**src/rtl/dot_accumulator.sv**
```systemverilog
// Dot-product accumulator: sums signed carry-save beats into a saturating
// accumulator and holds each finished result in a single output buffer.
//
//   state   | meaning
//   --------+-----------------------------------------------
//   S_IDLE  | no partial sum; acc and cnt are zero
//   S_ACCUM | partial sum of the current dot product held
//   S_HOLD  | result presented on outputs, waiting for ready
module dot_accumulator #(
    parameter  int IN_SIZE_0 = 4,
    parameter  int IN_SIZE_1 = 8,
    parameter  int ACC_EXTRA = 16,
    localparam int IN_W      = IN_SIZE_0 + IN_SIZE_1 + 8,
    localparam int ACC_W     = IN_W + ACC_EXTRA
) (
    input  logic                    clk_i,
    input  logic                    rst_i,
    input  logic                    in_valid_i,
    output logic                    in_ready_o,
    input  logic [0:1][IN_W-1:0]    in_i,
    input  logic                    in_last_i,
    output logic                    out_valid_o,
    input  logic                    out_ready_i,
    output logic signed [ACC_W-1:0] out_o,
    output logic [15:0]             out_cnt_o,
    output logic                    out_sat_o
);

    typedef enum logic [1:0] {
        S_IDLE,
        S_ACCUM,
        S_HOLD
    } state_t;

    localparam logic [ACC_W-1:0] ACC_MAX = {1'b0, {(ACC_W-1){1'b1}}};
    localparam logic [ACC_W-1:0] ACC_MIN = {1'b1, {(ACC_W-1){1'b0}}};

    state_t            state_q, state_d;
    logic [ACC_W-1:0]  acc_q, acc_d;
    logic [15:0]       cnt_q, cnt_d;
    logic              sticky_q, sticky_d;
    logic [ACC_W-1:0]  out_q, out_d;
    logic [15:0]       out_cnt_q, out_cnt_d;
    logic              out_sat_q, out_sat_d;

    logic [IN_W-1:0]   beat_sum;
    logic [ACC_W-1:0]  beat_ext;
    logic [ACC_W:0]    sum_wide;
    logic              ovf;
    logic [ACC_W-1:0]  sat_val;
    logic [15:0]       cnt_inc;
    logic              sticky_nx;

    // The compressor pair is resolved modulo 2^IN_W, then treated as signed.
    assign beat_sum  = in_i[0] + in_i[1];
    assign beat_ext  = {{ACC_EXTRA{beat_sum[IN_W-1]}}, beat_sum};
    assign sum_wide  = {acc_q[ACC_W-1], acc_q} + {beat_ext[ACC_W-1], beat_ext};
    assign ovf       = sum_wide[ACC_W] != sum_wide[ACC_W-1];
    assign sat_val   = ovf ? (sum_wide[ACC_W] ? ACC_MIN : ACC_MAX) : sum_wide[ACC_W-1:0];
    assign cnt_inc   = (cnt_q == 16'hFFFF) ? cnt_q : cnt_q + 16'd1;
    assign sticky_nx = sticky_q | ovf;

    always_ff @(posedge clk_i or posedge rst_i) begin
        if (rst_i) begin
            state_q   <= S_IDLE;
            acc_q     <= '0;
            cnt_q     <= '0;
            sticky_q  <= 1'b0;
            out_q     <= '0;
            out_cnt_q <= '0;
            out_sat_q <= 1'b0;
        end else begin
            state_q   <= state_d;
            acc_q     <= acc_d;
            cnt_q     <= cnt_d;
            sticky_q  <= sticky_d;
            out_q     <= out_d;
            out_cnt_q <= out_cnt_d;
            out_sat_q <= out_sat_d;
        end
    end

    always_comb begin
        state_d   = state_q;
        acc_d     = acc_q;
        cnt_d     = cnt_q;
        sticky_d  = sticky_q;
        out_d     = out_q;
        out_cnt_d = out_cnt_q;
        out_sat_d = out_sat_q;
        case (state_q)
            S_IDLE, S_ACCUM: begin
                if (in_valid_i) begin
                    if (in_last_i) begin
                        out_d     = sat_val;
                        out_cnt_d = cnt_inc;
                        out_sat_d = sticky_nx;
                        acc_d     = '0;
                        cnt_d     = '0;
                        sticky_d  = 1'b0;
                        state_d   = S_HOLD;
                    end else begin
                        acc_d    = sat_val;
                        cnt_d    = cnt_inc;
                        sticky_d = sticky_nx;
                        state_d  = S_ACCUM;
                    end
                end
            end
            // No beat is taken here, so ready only returns the cycle after release.
            S_HOLD: begin
                if (out_ready_i) begin
                    state_d = S_IDLE;
                end
            end
            default: state_d = S_IDLE;
        endcase
    end

    assign in_ready_o  = (state_q != S_HOLD);
    assign out_valid_o = (state_q == S_HOLD);
    assign out_o       = out_q;
    assign out_cnt_o   = out_cnt_q;
    assign out_sat_o   = out_sat_q;

endmodule

```
**config.mk**
```make
export PLATFORM = sky130hd
export DESIGN_NAME = dot_accumulator
export DESIGN_NICKNAME = d
export VERILOG_FILES = /design/src/rtl/dot_accumulator.sv
export SDC_FILE = /design/constraint.sdc
export NUM_CORES = 1
export LEC_CHECK = 0
export CORE_MARGIN = 3
export CORE_UTILIZATION = 45
export CTS_CLUSTER_SIZE = 20
export DETAILED_ROUTE_END_ITERATION = 7
export GPL_TIMING_DRIVEN = 0
export PLACE_DENSITY = 0.79
export SLEW_MARGIN = 40
export SYNTH_ARGS = -nofsm -noshare
export SYNTH_HDL_FRONTEND = slang
export SYNTH_SLANG_ARGS = --single-unit
```
**constraint.sdc**
```tcl
create_clock -name clk_i -period 4.1 [get_ports clk_i]
set_clock_uncertainty 0.2 [all_clocks]
set_input_delay 0.82 -clock clk_i [delete_from_list [all_inputs] [get_ports clk_i]]
set_output_delay 0.82 -clock clk_i [all_outputs]
set_load 0.01 [all_outputs]
```
After elaboration in Yosys (flattened, before gate mapping)
Index checks and enable logic that the tools add are counted.
Cells by class
  multiplexer cells: 10
  reduce and logical (&&, ||, !) cells: 5
  equal/unequal tests: 7
  add/subtract/negate cells: 3
  bitwise gates (word level): 1
Operator list (count)
  2-to-1 mux 36 bit: 3
  adder 36 x 20 -> 37 bit: 1
  2-to-1 mux 16 bit: 2
  adder 20 bit: 1
  adder 16 x 1 -> 16 bit (second input constant): 1
  equality test 16 bit (second input constant): 1
  2-to-1 mux 2 bit: 3
  != test 2 bit (second input constant): 2
  case mux 2 bit (2 select lines): 1
  AND reduction 2 bit: 2
  AND reduction 3 bit: 1
  equality test 2 x 1 -> 1 bit (second input constant): 1
  equality test 2 bit (second input constant): 1
  logical NOT 2 bit: 1
  != test 2 x 1 -> 1 bit (second input constant): 1
  OR reduction 2 bit: 1
  2-to-1 mux 1 bit: 1
  != test 1 bit: 1
  OR 1 bit: 1
Word-level totals
  output and inout bits: 55
  register bits: 108
  input port bits: 45
  logic and storage cells: 33

Longest topological paths before layout
Gate-level depths: netlist (run 1).
  depth after elaboration: 5
  gate-level depth with buffers: 23
  mapped depth without buffers: 20

Worst setup path before layout (run 1)
Ideal clock, no wire load.
  kind: input -> register
  from: in in_i[12] (netlist name)
  to: reg acc_q[19]
  stages: 21
  required time: 3771 ps
  data arrival time: 5203 ps
  setup time: 129 ps
  setup slack: -1433 ps
  buffers on the path: 4
  cells stage by stage: ha_1 clkbuf_1 a21o_1 a21oi_1 o21bai_1 a21o_1 a21o_1 o41ai_1 xnor2_1 ha_1 clkbuf_1 a21o_1 a21o_1 a31oi_1 a21o_1 a21oi_2 or3b_2 buf_2 buf_2 nand4_1 nand3_1
Between the ends
  longest elaborated chain between the ends: 5
  elaborated cells between the ends (all ways): 6
  those cells by class: add/sub: 2; eq/ne: 1; mux: 3
Ends and longest elaborated chain
  from (decl): RTL line 20  | input logic [0:1][IN_W-1:0] in_i,
  adder 20 bit (*): RTL line 55  | assign beat_sum = in_i[0] + in_i[1];
  adder 36 x 20 -> 37 bit (*): RTL line 57  | assign sum_wide = {acc_q[ACC_W-1], acc_q} + {beat_ext[ACC_W-1], beat_ext};
  2-to-1 mux 36 bit / != test 1 bit (equally long branches): RTL line 59, 58
  2-to-1 mux 36 bit (*): RTL line 59  | assign sat_val = ovf ? (sum_wide[ACC_W] ? ACC_MIN : ACC_MAX) : sum_wide[ACC_W-1:0];
  2-to-1 mux 36 bit (*): RTL line 94  | if (in_last_i) begin
  to (signal assigned): RTL line 66  | acc_q <= '0;
  to (signal assigned): RTL line 74  | acc_q <= acc_d;
  to (decl): RTL line 39  | logic [ACC_W-1:0] acc_q, acc_d;
Mark *: on every way between the ends. The rest lies on a longest branch, timed or not.
A chain may end at the register's enable or synchronous reset.

Worst setup path after layout (run 1)
  from: in in_i[28] (netlist name)
  to: reg acc_q[15]
Same word-level chain as after synthesis.

==> flow_summary.yaml, run 1 <==
layout:
  antennaDiodeCount: 0
  area_delta_synth_final_pct: 43.9
  n_fill_cell: 1389
  fin_area_um2: 12000
  drive_above_1_share: 0.244
  post-route-util: 0.662
  seqCellArea_um2: 2700
  nNetsFinal: 1312
  fin_cells: 1440
  multi_input_area_um2: 6300
timing:
  setup_ws_ns: -1.29
  setup_viol: 74
  slew_headroom: 0.501
  layout_worst_path_cycle_share: 1.31
  rsz0062_at_grt: "yes"
  tightest_slew_ns: 0.748
  hold_viol_final: 0
  drv_slew: 0
  timing.fmax_mhz: 186
  period_minus_slack_ns: 5.39
clock_tree:
  cts_hold_buf: 0
  numClockSinks: 108
  cts_htree_levels: 3
  numCtsBuffers: 9
  clk_pin_slew_worst_paths_ns: 0.07
  cts_root_buffer: "clkbuf_16"
  worstSkewPairLatency_ns: 0.36
  cts_tree: "built"
  cts_buffer_depth: 2
synth:
  synth_seq_area_share: 0.325
  ys.flop_type: "dfrtp_1"
  synth_top_area_cell: "dfrtp_1"
  yosys_register_bits: 108
  syn_area_um2: 8320
  syn_nets: 1126
  synthCells: 1022
  avgSynthCellArea_um2: 8.14
  synth.area.top_cells: "dfrtp_1 32%, ha_1 8.6%, nand2_1 6.7%"
  synth_top_cell_area_share: 0.325
  synth-warning-count: 0
  synth_edf_count: 0
  synth_cell_types: 74
  postSynth.asyncResetShare: 1.00
floorplan:
  rows: 49
  die_h_um: 142
  ioPinCount: 100
  die_w_um: 142
  core_um2: 18100
  die_area_um2: 20200
  start_util: 0.460
placed_design:
  gp_congestion: 0.930
  place_inst: 1351
  dp_hpwl_um: 20500
  dpl_cell_area_um2: 9940
  port_buffers: 99
detailed_routing:
  wl_um: 31800
  first_pass_iters: 6
  routed_via_density: 6.49
  postRouteAntennaNets: 0
  post_drt_wl_per_cell_um: 22.1
  vias: 9351
  drt_iter0_drc: 969
  route.detailed.drc: 0
status:
  violations: "negative setup slack"
  status: "complete, but fails checks"
power:
  vdd_drop_max_uv: 561
  power_leakage_nw: 5.11
  pwr_density_cell_nw_per_um2: 836
global_routing:
  grt_pass1_wl_um: 46800
  grt_max_degree: 75
  antenna_found_initial: 0
  grtUsageTotal: 0.292
  grt_pass1_vias: 8895
  overflow: 0
setup_path:
  cp.required_ns: 4.14
  crit_fanout: 10
  cp-end-kind: "flop"
  crit_arrival_ns: 5.43
  worst-setup-path-type: "in2reg"
  start_kind: "primary input"
worst_hold_path:
  hp-class: "reg2reg"
job:
  cap_violations: 0
[sequential cells by signal, indices dropped and copies added (netlist names)]
| name | cells |
|---|---|
| out_o | 36 |
| out_cnt_o | 16 |
| sticky_q | 1 |
| state_q | 2 |
| out_sat_o | 1 |
| acc_q | 36 |
| cnt_q | 16 |
[cell usage after synthesis (3+ instances only)]
cell type / number
nand2_1: 149
dfrtp_1: 108
o21ai_0: 96
nor2_1: 67
a21oi_1: 57
ha_1: 57
nand3_1: 40
xnor2_1: 37
clkbuf_1: 35
inv_1: 30
nand4_1: 27
o31ai_1: 25
buf_2: 23
a21o_1: 21
nor3_1: 19
a22oi_1: 18
o211ai_1: 15
a31oi_1: 14
a211oi_1: 13
xor2_1: 12
o21ai_1: 11
and3_1: 10
and2_1: 9
and4_1: 9
mux2i_1: 9
a32oi_1: 8
nor2b_1: 6
o21a_1: 6
or3_1: 6
nand2b_1: 5
a221o_1: 4
a2bb2oi_1: 4
o2111ai_1: 4
o21bai_1: 4
a21boi_0: 3
a31o_2: 3
nor3b_1: 3
nor4_1: 3
o2111a_1: 3
o41ai_1: 3
[critical path, cell delays in order]
cell and delay (ns):
clkdlybuf4s50_1 0.48, ha_2 0.31, nor2_2 0.12, nor2_2 0.07
a311oi_2 0.30, nor2_2 0.11, o41ai_4 0.31, buf_6 0.19
xnor2_4 0.09, buf_12 0.17, buf_12 0.13, ha_4 0.25
buf_6 0.11, nand4_1 0.18, buf_4 0.20, nor4_4 0.31
o211ai_2 0.18, a21oi_4 0.20, buf_6 0.14, o211ai_1 0.15
buf_4 0.21, buf_4 0.19, nand4_1 0.10, nand3_1 0.09
[layout by cell type (no fill, tap or decap), types with 8 or more instances in the layout]
cell type	n
nand2_1	145
dfrtp_1	108
clkdlybuf4s50_1	78
o21ai_0	63
nor2_1	56
buf_4	56
a21oi_1	47
ha_1	38
xnor2_1	35
nand3_1	32
buf_6	28
clkbuf_1	27
nand4_1	27
o21ai_1	25
inv_1	24
a21o_1	21
o31ai_1	18
a22oi_2	18
o21ai_2	16
o211ai_1	15
ha_4	14
buf_12	13
clkbuf_16	13
nor3_1	12
xor2_1	11
a211oi_1	11
dlygate4sd2_1	10
and3_1	9
mux2i_1	9
and4_1	8
nor2_2	8
nor3_2	8
[final timing paths]
kind / slack (ns) / endpoint / cells past startpoint / from
setup / recovery: -1.29 / acc_q[15] / 24 / in_i[28]
hold / removal: 0.28 / out_cnt_o[7] / 2 / out_cnt_o[7]
setup reg to reg: 0.55 / out_o[24] / 10 / acc_q[0]
hold reg to reg: 0.28 / out_cnt_o[7] / 2 / out_cnt_o[7]
max in group asynchronous: 2.43 / out_o[27] / 3 / rst_i
min in group asynchronous: 0.61 / state_q[0] / 2 / rst_i
[cell type report]
class | count | share of cell area
plain buffers | 56 | 0.0395
multi-input cells | 822 | 0.526
repair buffers | 181 | 0.151
clock buffers | 10 | 0.0191
well taps | 229 | 0.0239
clock inverters | 4 | 0.00429
inverters | 30 | 0.0100
flip-flops and latches | 108 | 0.226
[through the flow]
| step | hold slack [ns] | setup TNS, ns | setup WS, ns | power (mW) |
|---|---|---|---|---|
| after floorplan | 0.240 | -69.56 | -0.999 | 5.42 |
| after global placement | 0.267 | -303.34 | -2.26 | 6.95 |
| after detailed placement | 0.270 | -157.15 | -2.26 | 7.04 |
| after CTS | 0.285 | -82.09 | -1.19 | 9.03 |
| after global routing | 0.308 | -97.97 | -1.42 | 10.5 |
| final | 0.283 | -87.67 | -1.29 | 10.0 |
[report_power, final]
part	switching (mW)	internal, mW
Combinational	4.21	3.20
Sequential	0.284	1.43
Clock	0.417	0.469
[logic make-up after synthesis]
kind of cell,share of synthesized area
buffers and inverters,0.0475
and+or+nand+nor,0.210
AOI/OAI and AO/OA,0.262
DFF,0.325
muxes,0.0135
xor gates and xnor gates,0.0516
adders and majority gates,0.0905
[routing by layer]
| layer | vias up | wire length (um) | GRT usage |
|---|---|---|---|
| li1 | 4147 | - | - |
| met1 | 4505 | 12500 | 0.383 |
| met2 | 569 | 15100 | 0.470 |
| met3 | 130 | 2830 | 0.0578 |
| met4 | 0 | 1440 | 0.133 |
| met5 | - | 0 | 0 |
[timing repair]
action	CTS	global route
setup endpoints to repair	74	74
buffers inserted	45	32
pin swaps	80	76
gates resized for setup	173	93
cloned	6	3
Power figures use the tool's default switching activity.
==> run 2: changes to the inputs <==
- CORE_MARGIN: 3 -> 4
==> flow_summary.yaml, run 2 (synthesis results as in run 1) <==
status:
  status: "complete, but fails checks"
  violations: "negative setup slack"
clock_tree:
  numClockSinks: 108
  cts_htree_levels: 3
  numCtsBuffers: 9
  cts_root_buffer: "clkbuf_16"
  worstSkewPairLatency_ns: 0.36
  clk_pin_slew_worst_paths_ns: 0.08
  cts_hold_buf: 0
  cts_tree: "built"
  cts_buffer_depth: 2
setup_path:
  cp_slowest_cell: "or4_4"
  cp.required_ns: 4.14
  start_kind: "primary input"
  cp_top_family: "simple AND/OR/NAND/NOR gates"
  crit_fanout: 7
  cp-end-kind: "flop"
  crit_end: "acc_q[34]"
  crit_buf_inv: 4
  timing.rr.end: "acc_q[34]"
  worst-setup-path-type: "in2reg"
  r2r_slack_ns: 0.46
  slowest_delay_ns: 0.58
  rr_startpoint: "acc_q[3]"
  cp_num_cells: 19
  startpoint: "in_i[14]"
  worst_r2r_path_depth: 12
  critical_path.cell_chain: "clkdlybuf4s50_1, ha_4, and4_4, and3_4, o21ai_0, nor2_2, o41ai_4, buf_6, buf_12, xnor2_4, ha_1, buf_2, nand3_4, or4_4, nor4_4, nor3_1, xnor2_1, nor2_1, o31ai_1"
  crit_arrival_ns: 5.43
timing:
  whs_ns: 0.289
  timing.fmax_mhz: 186
  setup_viol: 74
  layout_worst_path_cycle_share: 1.31
  period_minus_slack_ns: 5.39
  tightest_slew_ns: 0.805
  rsz0062_at_grt: "yes"
  setup_ws_ns: -1.29
  drv_slew: 0
  hold_viol_final: 0
  slew_headroom: 0.461
global_routing:
  grt_pass1_wl_um: 46900
  antenna_found_initial: 0
  grt.met1_usage: 0.385
  grt_use_met2: 0.461
  grt_pass1_vias: 8883
  use_met3: 0.0509
  grt_max_degree: 59
  grtUsageTotal: 0.285
  grt_busiest_layer: "met2"
  overflow: 0
layout:
  post-route-util: 0.669
  fin_cells: 1449
  n_fill_cell: 1304
  area_delta_synth_final_pct: 45.4
  antennaDiodeCount: 0
  layout_commonest_cell: "nand2_1"
  final_cell_mix: "146 x nand2_1, 108 x dfrtp_1, 77 x clkdlybuf4s50_1, 71 x buf_4"
  nNetsFinal: 1319
  drive_above_1_share: 0.251
  fin_area_um2: 12100
placed_design:
  gp_congestion: 0.915
  port_buffers: 99
  dp_hpwl_um: 20300
  place_inst: 1351
  dpl_cell_area_um2: 9940
detailed_routing:
  routed_via_density: 6.47
  postRouteAntennaNets: 0
  first_pass_iters: 6
  post_drt_wl_per_cell_um: 21.8
  wl_um: 31600
  drt_iter0_drc: 1100
  route.detailed.drc: 0
  vias: 9378
job:
  cap_violations: 0
power:
  internal_power_mw: 5.32
  seqPwrFrac: 0.170
  power_leakage_nw: 5.15
  comb_power_share: 0.739
  clkPwrFrac: 0.090
  p_sw_frac: 0.486
  vdd_drop_max_uv: 507
  p_switching_mw: 5.04
  pwr_density_cell_nw_per_um2: 856
floorplan:
  core_um2: 18100
  rows: 49
  die_area_um2: 20700
  start_util: 0.460
  ioPinCount: 100
  die_h_um: 144
  die_w_um: 144
worst_hold_path:
  hp-class: "reg2reg"
==> run 2: changes by cell type in the layout (fill, tap and decap cells not counted), sizes merged <==
cell / delta
buf: +8
clkbuf: -2
clkdlybuf4s15: +1
clkdlybuf4s50: -1
clkinvlp: -1
dlygate4sd2: +5
dlymetal6s2s: -4
inv: +2
nand2: +1
==> run 2: worst min-delay path by stage <==
stage                     cells past startpoint       endpoint           from  slack (ns)
after global routing                          2  out_cnt_o[14]  out_cnt_o[14]        0.32
after floorplan                               1     state_q[0]     state_q[1]        0.24
after global placement                        2  out_cnt_o[12]  out_cnt_o[12]        0.26
final                                         2   out_cnt_o[3]   out_cnt_o[3]        0.29
after detailed placement                      2   out_cnt_o[7]   out_cnt_o[7]        0.28
after CTS                                     2  out_cnt_o[11]  out_cnt_o[11]        0.29
==> run 2: worst reg2reg max path: cells and delay by family, from the launching register on <==
kind,cells,cell delay (ns)
compound gates,6,1.40
fa+ha+maj,1,0.37
flops,1,0.39
simple gates,2,0.81
buf+inv,3,0.36
==> run 2: final cells by class <==
cell class / instances / area [um2] / area share
well taps: 229 / 287 / 0.0237
repair buffers: 190 / 1900 / 0.157
flip-flops and latches: 108 / 2700 / 0.223
plain buffers: 53 / 429 / 0.0355
inverters: 30 / 120 / 0.00993
multi-input cells: 823 / 6340 / 0.525
clock buffers: 11 / 243 / 0.0201
clock inverters: 5 / 65.1 / 0.00538
==> run 2: through the flow <==
| step | total power [mW] | worst slack, ns | setup TNS [ns] |
|---|---|---|---|
| 2_1_floorplan | 5.42 | -0.999 | -69.56 |
| 3_3_place_gp | 6.96 | -2.16 | -299.37 |
| 3_5_place_dp | 7.04 | -2.20 | -152.83 |
| 4_1_cts | 9.38 | -1.10 | -74.46 |
| 5_1_grt | 10.8 | -1.39 | -95.85 |
| 6_report | 10.4 | -1.29 | -84.42 |
==> run 2: routing by layer <==
layer	vias up	wire length (um)
li1	4161	-
met1	4472	12300
met2	607	14800
met3	138	3060
met4	0	1440
met5	-	0
==> run 2: timing repair <==
action	CTS	global route
setup buffers	68	14
setup endpoints to repair	74	74
resized for setup	221	57
gates cloned	5	6
pin swaps	82	42
==> run 2: power groups by stage <==
stage / Combinational (mW) / Clock (mW) / Sequential, mW
after floorplan: 3.71 / 0 / 1.71
after global placement: 5.22 / 0 / 1.74
after detailed placement: 5.31 / 0 / 1.74
after CTS: 6.73 / 0.917 / 1.74
after global routing: 8.07 / 0.971 / 1.79
final: 7.66 / 0.935 / 1.77
